===== config.mk =====
export PLATFORM = sky130hd
export DESIGN_NAME = decode_stage
export DESIGN_NICKNAME = d
export VERILOG_FILES = /design/src/rtl/decode_stage_pkg.sv /design/src/rtl/decode_stage_instr_decoder.sv /design/src/rtl/decode_stage.sv
export SDC_FILE = /design/constraint.sdc
export NUM_CORES = 1
export LEC_CHECK = 0
export CORE_AREA = 2 2 132 134
export DETAILED_ROUTE_END_ITERATION = 6
export DIE_AREA = 0 0 134 136
export GPL_ROUTABILITY_DRIVEN = 0
export HOLD_SLACK_MARGIN = 0.03
export PLACE_DENSITY = 0.81
export RECOVER_POWER = 25
export SLEW_MARGIN = 10
export SYNTH_ARGS = -nofsm -noshare
export SYNTH_HDL_FRONTEND = slang
export SYNTH_SLANG_ARGS = --single-unit

===== constraint.sdc =====
create_clock -name clock -period 4.8 [get_ports clock]
set_input_delay 1.2 -clock clock [delete_from_list [all_inputs] [get_ports clock]]
set_output_delay 1.2 -clock clock [all_outputs]
set_load 0.02 [all_outputs]

===== src/rtl/decode_stage_pkg.sv =====
// Shared decode definitions for the ID stage: opcode/funct encodings, ALU op codes,
// and the control bundle carried through the ID/EX register.
package decode_stage_pkg;

   localparam logic [5:0] OP_RTYPE = 6'h00;
   localparam logic [5:0] OP_J     = 6'h02;
   localparam logic [5:0] OP_BEQ   = 6'h04;
   localparam logic [5:0] OP_BNE   = 6'h05;
   localparam logic [5:0] OP_ADDI  = 6'h08;
   localparam logic [5:0] OP_ANDI  = 6'h0C;
   localparam logic [5:0] OP_ORI   = 6'h0D;
   localparam logic [5:0] OP_LUI   = 6'h0F;
   localparam logic [5:0] OP_LW    = 6'h23;
   localparam logic [5:0] OP_SW    = 6'h2B;

   localparam logic [5:0] FN_ADD   = 6'h20;
   localparam logic [5:0] FN_SUB   = 6'h22;
   localparam logic [5:0] FN_AND   = 6'h24;
   localparam logic [5:0] FN_OR    = 6'h25;
   localparam logic [5:0] FN_SLT   = 6'h2A;

   typedef enum logic [3:0] {
      ALU_ADD = 4'd0,
      ALU_SUB = 4'd1,
      ALU_AND = 4'd2,
      ALU_OR  = 4'd3,
      ALU_SLT = 4'd4,
      ALU_LUI = 4'd5
   } aluop_e;

   typedef struct packed {
      aluop_e aluop;
      logic   alusrc;
      logic   memread;
      logic   memwrite;
      logic   regwrite;
      logic   branch;
      logic   bne;
      logic   jump;
      logic   illegal;
   } ctrl_t;

endpackage


===== src/rtl/decode_stage_instr_decoder.sv =====
// Combinational MIPS32 subset decoder: instruction word -> control, destination, immediate.
module decode_stage_instr_decoder
   import decode_stage_pkg::*;
(
   input  logic [31:0] instr_i,
   output ctrl_t       ctrl_o,
   output logic [4:0]  dest_o,
   output logic [31:0] imm_o,
   output logic        uses_rt_o
);

   logic [5:0]  op, funct;
   logic [4:0]  rt, rd;
   logic [31:0] sext, zext;

   assign op    = instr_i[31:26];
   assign rt    = instr_i[20:16];
   assign rd    = instr_i[15:11];
   assign funct = instr_i[5:0];
   assign sext  = {{16{instr_i[15]}}, instr_i[15:0]};
   assign zext  = {16'h0, instr_i[15:0]};

   always_comb begin
      ctrl_o    = '0;
      dest_o    = '0;
      imm_o     = '0;
      uses_rt_o = 1'b0;
      case (op)
         OP_RTYPE: begin
            uses_rt_o = 1'b1;
            case (funct)
               FN_ADD:  ctrl_o.aluop = ALU_ADD;
               FN_SUB:  ctrl_o.aluop = ALU_SUB;
               FN_AND:  ctrl_o.aluop = ALU_AND;
               FN_OR:   ctrl_o.aluop = ALU_OR;
               FN_SLT:  ctrl_o.aluop = ALU_SLT;
               default: ctrl_o.illegal = 1'b1;
            endcase
            if (!ctrl_o.illegal) dest_o = rd;
         end
         OP_ADDI: begin ctrl_o.alusrc = 1'b1; dest_o = rt; imm_o = sext; end
         OP_ANDI: begin ctrl_o.aluop = ALU_AND; ctrl_o.alusrc = 1'b1; dest_o = rt; imm_o = zext; end
         OP_ORI:  begin ctrl_o.aluop = ALU_OR;  ctrl_o.alusrc = 1'b1; dest_o = rt; imm_o = zext; end
         OP_LUI:  begin
            ctrl_o.aluop  = ALU_LUI;
            ctrl_o.alusrc = 1'b1;
            dest_o        = rt;
            imm_o         = {instr_i[15:0], 16'h0};
         end
         OP_LW: begin ctrl_o.alusrc = 1'b1; ctrl_o.memread = 1'b1; dest_o = rt; imm_o = sext; end
         OP_SW: begin
            ctrl_o.alusrc   = 1'b1;
            ctrl_o.memwrite = 1'b1;
            imm_o           = sext;
            uses_rt_o       = 1'b1;
         end
         // Branches compare rs/rt in the ALU, so they subtract.
         OP_BEQ: begin ctrl_o.aluop = ALU_SUB; ctrl_o.branch = 1'b1; imm_o = sext; uses_rt_o = 1'b1; end
         OP_BNE: begin
            ctrl_o.aluop  = ALU_SUB;
            ctrl_o.branch = 1'b1;
            ctrl_o.bne    = 1'b1;
            imm_o         = sext;
            uses_rt_o     = 1'b1;
         end
         OP_J:    begin ctrl_o.jump = 1'b1; imm_o = {6'h0, instr_i[25:0]}; end
         default: ctrl_o.illegal = 1'b1;
      endcase
      ctrl_o.regwrite = (dest_o != 5'd0);
   end

endmodule


===== src/rtl/decode_stage.sv =====
// ID stage: register-port addressing, writeback bypass, load-use hazard detection and
// the ID/EX pipeline register with flush/stall handling.
module decode_stage
   import decode_stage_pkg::*;
#(
   parameter int DATA_WIDTH = 32,
   parameter int ADDR_WIDTH = 5
) (
   input  logic                  clock,
   input  logic                  reset,
   input  logic                  if_valid,
   input  logic [31:0]           if_instr,
   input  logic [31:0]           if_pc,
   output logic                  if_ready,
   output logic [ADDR_WIDTH-1:0] addra,
   output logic [ADDR_WIDTH-1:0] addrb,
   input  logic [DATA_WIDTH-1:0] dataa,
   input  logic [DATA_WIDTH-1:0] datab,
   input  logic                  enc,
   input  logic [ADDR_WIDTH-1:0] addrc,
   input  logic [DATA_WIDTH-1:0] datac,
   input  logic                  flush,
   input  logic                  ex_stall,
   output logic                  ex_valid,
   output logic [31:0]           ex_pc,
   output logic [DATA_WIDTH-1:0] ex_rs_data,
   output logic [DATA_WIDTH-1:0] ex_rt_data,
   output logic [ADDR_WIDTH-1:0] ex_rs,
   output logic [ADDR_WIDTH-1:0] ex_rt,
   output logic [ADDR_WIDTH-1:0] ex_dest,
   output logic [31:0]           ex_imm,
   output logic [3:0]            ex_aluop,
   output logic                  ex_alusrc,
   output logic                  ex_memread,
   output logic                  ex_memwrite,
   output logic                  ex_regwrite,
   output logic                  ex_branch,
   output logic                  ex_bne,
   output logic                  ex_jump,
   output logic                  ex_illegal
);

   ctrl_t                 dec_ctrl;
   logic [4:0]            dec_dest;
   logic [31:0]           dec_imm;
   logic                  dec_uses_rt;
   logic [ADDR_WIDTH-1:0] rs, rt;
   logic [DATA_WIDTH-1:0] rs_fwd, rt_fwd;
   logic                  hazard;

   logic                  valid_q, valid_d;
   ctrl_t                 ctrl_q, ctrl_d;
   logic [31:0]           pc_q, pc_d, imm_q, imm_d;
   logic [DATA_WIDTH-1:0] rsd_q, rsd_d, rtd_q, rtd_d;
   logic [ADDR_WIDTH-1:0] rs_q, rs_d, rt_q, rt_d, dest_q, dest_d;

   decode_stage_instr_decoder u_dec (
      .instr_i   (if_instr),
      .ctrl_o    (dec_ctrl),
      .dest_o    (dec_dest),
      .imm_o     (dec_imm),
      .uses_rt_o (dec_uses_rt)
   );

   assign rs    = ADDR_WIDTH'(if_instr[25:21]);
   assign rt    = ADDR_WIDTH'(if_instr[20:16]);
   assign addra = rs;
   assign addrb = rt;

   // Registers commits at the same edge we sample, so a matching write must be bypassed.
   assign rs_fwd = (rs == '0) ? '0 : (enc && addrc == rs) ? datac : dataa;
   assign rt_fwd = (rt == '0) ? '0 : (enc && addrc == rt) ? datac : datab;

   assign hazard = valid_q && ctrl_q.memread && (dest_q != '0) &&
                   ((dest_q == rs) || (dec_uses_rt && dest_q == rt));

   assign if_ready = !reset && (flush || (!ex_stall && !hazard));

   always_comb begin
      valid_d = valid_q;
      ctrl_d  = ctrl_q;
      pc_d    = pc_q;
      imm_d   = imm_q;
      rsd_d   = rsd_q;
      rtd_d   = rtd_q;
      rs_d    = rs_q;
      rt_d    = rt_q;
      dest_d  = dest_q;
      if (flush || (!ex_stall && (hazard || !if_valid))) begin
         valid_d = 1'b0;
         ctrl_d  = '0;
         pc_d    = '0;
         imm_d   = '0;
         rsd_d   = '0;
         rtd_d   = '0;
         rs_d    = '0;
         rt_d    = '0;
         dest_d  = '0;
      end else if (ex_stall) begin
         // Keep held operands coherent with writebacks that land during the stall.
         if (enc && addrc != '0 && addrc == rs_q) rsd_d = datac;
         if (enc && addrc != '0 && addrc == rt_q) rtd_d = datac;
      end else begin
         valid_d = 1'b1;
         ctrl_d  = dec_ctrl;
         pc_d    = if_pc;
         imm_d   = dec_imm;
         rsd_d   = rs_fwd;
         rtd_d   = rt_fwd;
         rs_d    = rs;
         rt_d    = rt;
         dest_d  = ADDR_WIDTH'(dec_dest);
      end
   end

   always_ff @(posedge clock) begin
      if (reset) begin
         valid_q <= 1'b0;
         ctrl_q  <= '0;
         pc_q    <= '0;
         imm_q   <= '0;
         rsd_q   <= '0;
         rtd_q   <= '0;
         rs_q    <= '0;
         rt_q    <= '0;
         dest_q  <= '0;
      end else begin
         valid_q <= valid_d;
         ctrl_q  <= ctrl_d;
         pc_q    <= pc_d;
         imm_q   <= imm_d;
         rsd_q   <= rsd_d;
         rtd_q   <= rtd_d;
         rs_q    <= rs_d;
         rt_q    <= rt_d;
         dest_q  <= dest_d;
      end
   end

   assign ex_valid    = valid_q;
   assign ex_pc       = pc_q;
   assign ex_rs_data  = rsd_q;
   assign ex_rt_data  = rtd_q;
   assign ex_rs       = rs_q;
   assign ex_rt       = rt_q;
   assign ex_dest     = dest_q;
   assign ex_imm      = imm_q;
   assign ex_aluop    = ctrl_q.aluop;
   assign ex_alusrc   = ctrl_q.alusrc;
   assign ex_memread  = ctrl_q.memread;
   assign ex_memwrite = ctrl_q.memwrite;
   assign ex_regwrite = ctrl_q.regwrite;
   assign ex_branch   = ctrl_q.branch;
   assign ex_bne      = ctrl_q.bne;
   assign ex_jump     = ctrl_q.jump;
   assign ex_illegal  = ctrl_q.illegal;

endmodule


# Word-level counts from Yosys, hierarchy flattened
# Cells that the tools add are included.
[classes] muxes=23 reduce_logical=35 eq_ne=22
[ops] operator="$mux 32" n=8
[ops] operator="$pmux 32 s4" n=1
[ops] operator="$eq 6x6->1 const B" n=7
[ops] operator="$eq 5x5->1" n=6
[ops] operator="$eq 6x4->1 const B" n=4
[ops] operator="$pmux 3 s5" n=1
[ops] operator="$reduce_bool 5->1" n=3
[ops] operator="$reduce_or 5->1" n=3
[ops] operator="$eq 6x3->1 const B" n=2
[ops] operator="$logic_and 1x1->1" n=12
[ops] operator="$pmux 3 s4" n=1
[ops] operator="$logic_not 5->1" n=2
[ops] operator="$pmux 5 s2" n=1
[ops] operator="$mux 1" n=9
[ops] operator="$reduce_or 9->1" n=1
[ops] operator="$eq 6x2->1 const B" n=1
[ops] operator="$logic_not 6->1" n=1
[ops] operator="$reduce_or 2->1" n=3
[ops] operator="$reduce_or 6->1" n=1
[ops] operator="$mux 5" n=1
[ops] operator="$logic_not 1->1" n=4
[ops] operator="$logic_or 1x1->1" n=4
[ops] operator="$ne 2x1->1 const B" n=2
[ops] operator="$reduce_or 4->1" n=1
[ops] operator="$pmux 1 s2" n=1
[totals] wordCells=97 reg_bits=156

# Longest topological paths before layout
[depth] depth_word=10 depth_mapped=8

# Modules after synthesis
# A second synthesis with hierarchy kept.
[unflattened] hier_cells=787 area_unflattened_um2=7294.5
[by_module_without_submodules] module="decode_stage" cells_each=665 area_per_inst_um2=6501.2 instances=1 seq_area_each_um2=3123.0
[by_module_without_submodules] module="decode_stage_instr_decoder" cells_each=122 area_per_inst_um2=793.3 instances=1 seq_area_each_um2=0.0

# Least setup slack after synthesis
# OpenSTA, ideal clock, no wires.
[synth_path] kind="input port to output port" from="input ex_stall" to="output if_ready" cell_stages=6 required_ns=3.600 n_path_buf=3 arrival_time_ns=2.517 setup_slack_ns=1.083 cell_sequence="clkbuf_1 inv_1 clkbuf_1 clkbuf_1 a31oi_1 nor2_1"
[synth_between] elab_chain_cells=4
[synth_lines] element="from (decl)" line="decode_stage.sv:23" text="input logic ex_stall,"
[synth_lines] element="$logic_not 1->1" line="decode_stage.sv:77" text="assign if_ready = !reset && (flush || (!ex_stall && !hazard));"
[synth_lines] element="$logic_and 1x1->1" line="decode_stage.sv:77"
[synth_lines] element="$logic_or 1x1->1" line="decode_stage.sv:77"
[synth_lines] element="$logic_and 1x1->1" line="decode_stage.sv:77"
[synth_lines] element="to (decl)" line="decode_stage.sv:14" text="output logic if_ready,"
# No other way between the ends.

# Worst setup path in the final report
[layout_path] from="input if_instr[28]" to="output if_ready"
[layout_between] elab_chain_cells=10 elab_cells_between_ends=13 cone_classes="eq/ne (3); mux (1); reduce/logical (9)"
[layout_lines] element="from (decl)" line="decode_stage.sv:12" text="input logic [31:0] if_instr,"
[layout_lines] element="$eq 6x6->1, or another cell as far along" line="decode_stage_instr_decoder.sv:28" text="case (op)"
[layout_lines] element="$reduce_or 4->1 (no line) *"
[layout_lines] element="$mux 1 *" line="decode_stage_instr_decoder.sv:28"
[layout_lines] element="$logic_and 1x1->1 *" line="decode_stage.sv:75" text="((dest_q == rs) || (dec_uses_rt && dest_q == rt));"
[layout_lines] element="$logic_or 1x1->1 *" line="decode_stage.sv:75"
[layout_lines] element="$logic_and 1x1->1 *" line="decode_stage.sv:74" text="assign hazard = valid_q && ctrl_q.memread && (dest_q != '0) &&"
[layout_lines] element="$logic_not 1->1 *" line="decode_stage.sv:77"
[layout_lines] element="$logic_and 1x1->1 *" line="decode_stage.sv:77"
[layout_lines] element="$logic_or 1x1->1 *" line="decode_stage.sv:77"
[layout_lines] element="$logic_and 1x1->1 *" line="decode_stage.sv:77"
# Every way passes the cells marked *; elsewhere a longest branch is shown, timed or not.

==> qor.yml <==
synth-warning-count: 0
core.rowCount: 48
p_clk_share_pct: 41.4
fin_crit_ns: 4.54
crit_path_start_kind: "input pin"
setup.worst_path.start: "if_instr[28]"
yosys-top-cells-area: "dfxtp_1, nor2_1, mux2i_1"
worstPathArrival_ns: 3.34
finalHoldViolCount: 0
fin_crit_sh_pct: 94.6
portBuffers: 336
placedCellCount: 1289
worst_pin_slew_ns: 0.850
synth_top_area_cell: "dfxtp_1"
grt-ovfl-total: 0
yosys.area.top_type_share_pct: 45.1
antennaDiodeCount: 0
internal_power_mw: 2.51
postCtsSetupBuffers: 0
grt_max_degree: 156
grt_usage_pct: 27.9
worstPathRequired_ns: 3.60
die_height_um: 136
dr.first_iter.drc_count: 443
cts.sinks: 155
post-route-util_pct: 65.3
dieArea_mm2: 0.0182
vias: 7235
power.density_mw_per_mm2: 308
cts-root-buf: "clkbuf_16"
peakVddDrop_mv: 0.251
finalNetCount: 1254
end_kind: "output port"
comb_power_share_pct: 18.5
route.detailed.drc: 0
vias_per_cell: 5.48
switching_power_mw: 0.888
cts_hold_buffers: 0
met3_usage_pct: 7.94
hpwl_um: 18400
rsz0062_at_grt: "false"
stdcell_count: 1320
setup_viol: 0
cts_buffers: 17
max_freq_mhz: 220
syn_to_final_growth_pct: 60.1
synth.net_count: 955
tritoncts: "built"
ys_seq_area_share_pct: 45.1
setup_slack_ns: 0.258
first_pass_iters: 5
antenna_found_initial: 0
ios: 338
setup.worst_path.end: "if_ready"
maxSlewViolCount: 0
grt_pass1_vias: 7044
ff2ff_path_depth: 6
cts_buffer_depth: 2
grt_util_met1_pct: 33.8
grt_use_met2_pct: 46.0
cap_viol_max_count: 0
yosysUniqueCellTypes: 54
totalWireLength_um: 26100
seq_power_share_pct: 40.1
start_util_pct: 40.8
cts_resized: 0
synth_enable_flop_cells: 0
syn_avg_cell_area_um2: 8.78
drive_gt1_share_pct: 6.39
skew_ns: 0.00816
floorplan.die.width_um: 134
ys_ff_latch: 155
rrSetupSlack_ns: 2.28
p_leak_nw: 4.30
syn_inst: 784
tns_ns: 0
relSlewSlack_pct: 43.4
r2r_end: "ex_dest[4]"
switching_share_pct: 26.2
ys.flop_type: "dfxtp_1"
status: "complete, no violations"
place_ws_ns: 0.267
htreeDepth: 4
path_max_fanout: 8
async_flop_share_pct: 0
holdWs_ns: 0.461
reg2reg_from: "ex_dest[3]"
clkTransAtPathRegs_ns: 0.06
grt_first_pass_wirelength_um: 39800
ant_nets: 0
min_path_type: "flop to flop"
core-area_mm2: 0.0169
nFillCells: 1374
netlist_area_mm2: 0.00689
wl_per_cell_um: 19.8
worstSetupPathType: "input pin to output port"
clock_latency_ns: 0.42
top_usage_layer: "met2"
## registers in the layout, indices dropped and copies added (netlist names), 3 cells and up
register	cells
ex_aluop	3
ex_dest	5
ex_imm	32
ex_pc	32
ex_rs	5
ex_rs_data	32
ex_rt	5
ex_rt_data	32
## metal layers
layer	routed length, um	share of wire (%)	up-vias
li1	-	-	3439
met1	10400	40	3389
met2	12500	48	343
met3	2290	8.7	64
met4	1010	3.9	0
met5	0	0	-
## placed cells by master (no fill, tap or decap), drive strengths merged, types with 3 or more instances in the layout
| cell type | n |
|---|---|
| nor3b | 5 |
| nor2b | 5 |
| dlygate4sd3 | 80 |
| a211oi | 40 |
| or4 | 5 |
| xnor2 | 19 |
| nand3 | 13 |
| inv | 6 |
| nand4 | 3 |
| clkinv | 6 |
| mux2i | 45 |
| dfxtp | 155 |
| nor3 | 46 |
| buf | 27 |
| a22o | 11 |
| bufinv | 4 |
| or3 | 3 |
| nor2 | 142 |
| clkbuf | 20 |
| nand2 | 33 |
| a31oi | 8 |
| nor4 | 4 |
| o21ai | 17 |
| a22oi | 32 |
| a21oi | 32 |
| xor2 | 11 |
| a221oi | 37 |
| and2 | 7 |
| clkdlybuf4s50 | 255 |
## how the worst min path moves through the flow
| stage | startpoint | cells after the start | end | slack [ns] |
|---|---|---|---|---|
| after floorplan | ex_valid | 2 | ex_valid | 0.54 |
| after global placement | ex_imm[13] | 2 | ex_imm[13] | 0.45 |
| after detailed placement | ex_imm[7] | 2 | ex_imm[7] | 0.46 |
| after CTS | ex_imm[7] | 2 | ex_imm[7] | 0.47 |
| after global routing | ex_imm[13] | 2 | ex_imm[13] | 0.48 |
| final | ex_bne | 2 | ex_bne | 0.46 |
## cell families after synthesis
| logic type | share of synthesized area, % |
|---|---|
| flip-flops | 45.1 |
| multiplexers | 6.54 |
| AO/OA/AOI/OAI | 20.8 |
| AND/OR/NAND/NOR | 17.9 |
| XOR/XNOR | 3.82 |
| other | 0.0545 |
| buffers and inverters | 5.80 |
## final cells by class
type	instances	area, um2	area share [%]
multi-input combinational	542	3450	31.3
tap	225	282	2.55
timing repair buffer	362	3570	32.4
inverter	5	18.8	0.170
sequential	155	3100	28.1
clock inverter	11	170	1.54
clock buffer	20	437	3.96
## stage by stage
stage / area (um2) / total power, mW
after global routing: 11000 / 3.52
final: 11000 / 3.39
after global placement: 10400 / 2.02
after CTS: 11000 / 3.42
after detailed placement: 10400 / 2.02
after floorplan: 6890 / 1.69
## power groups by stage
stage               combinational (mW)  clock, mW  sequential (mW)
detailed placement               0.633          0             1.39
CTS                              0.637       1.43             1.36
floorplan                        0.241          0             1.44
global route                     0.670       1.48             1.37
global placement                 0.628          0             1.39
finish                           0.629       1.40             1.36
## critical path: stages
cell             delay, ns
clkdlybuf4s50_1       0.60
nor2b_1               0.12
and4_1                0.21
o2111ai_1             0.35
a31oi_1               0.15
nor2_1                0.11
clkdlybuf4s50_1       0.61
## Yosys cell counts, types with 2 or more instances
| cell | number |
|---|---|
| o21ai_0 | 15 |
| buf_4 | 12 |
| nand4_1 | 3 |
| a22oi_1 | 32 |
| clkbuf_1 | 52 |
| or4b_1 | 2 |
| nor3b_1 | 5 |
| nor2b_1 | 5 |
| a211oi_1 | 39 |
| nor4_1 | 4 |
| mux2i_1 | 45 |
| or3_1 | 2 |
| or3b_2 | 2 |
| a22o_1 | 11 |
| a31oi_1 | 8 |
| inv_1 | 5 |
| or4_1 | 4 |
| nor2_1 | 142 |
| buf_2 | 15 |
| o21ba_2 | 2 |
| a311oi_2 | 2 |
| a21oi_1 | 32 |
| o31ai_1 | 2 |
| xnor2_1 | 19 |
| nor3_1 | 46 |
| and2_1 | 6 |
| a221oi_1 | 37 |
| dfxtp_1 | 155 |
| nand2_1 | 33 |
| nand3_1 | 13 |
| xor2_1 | 11 |
Note: power is estimated with default switching activity, not from simulation.
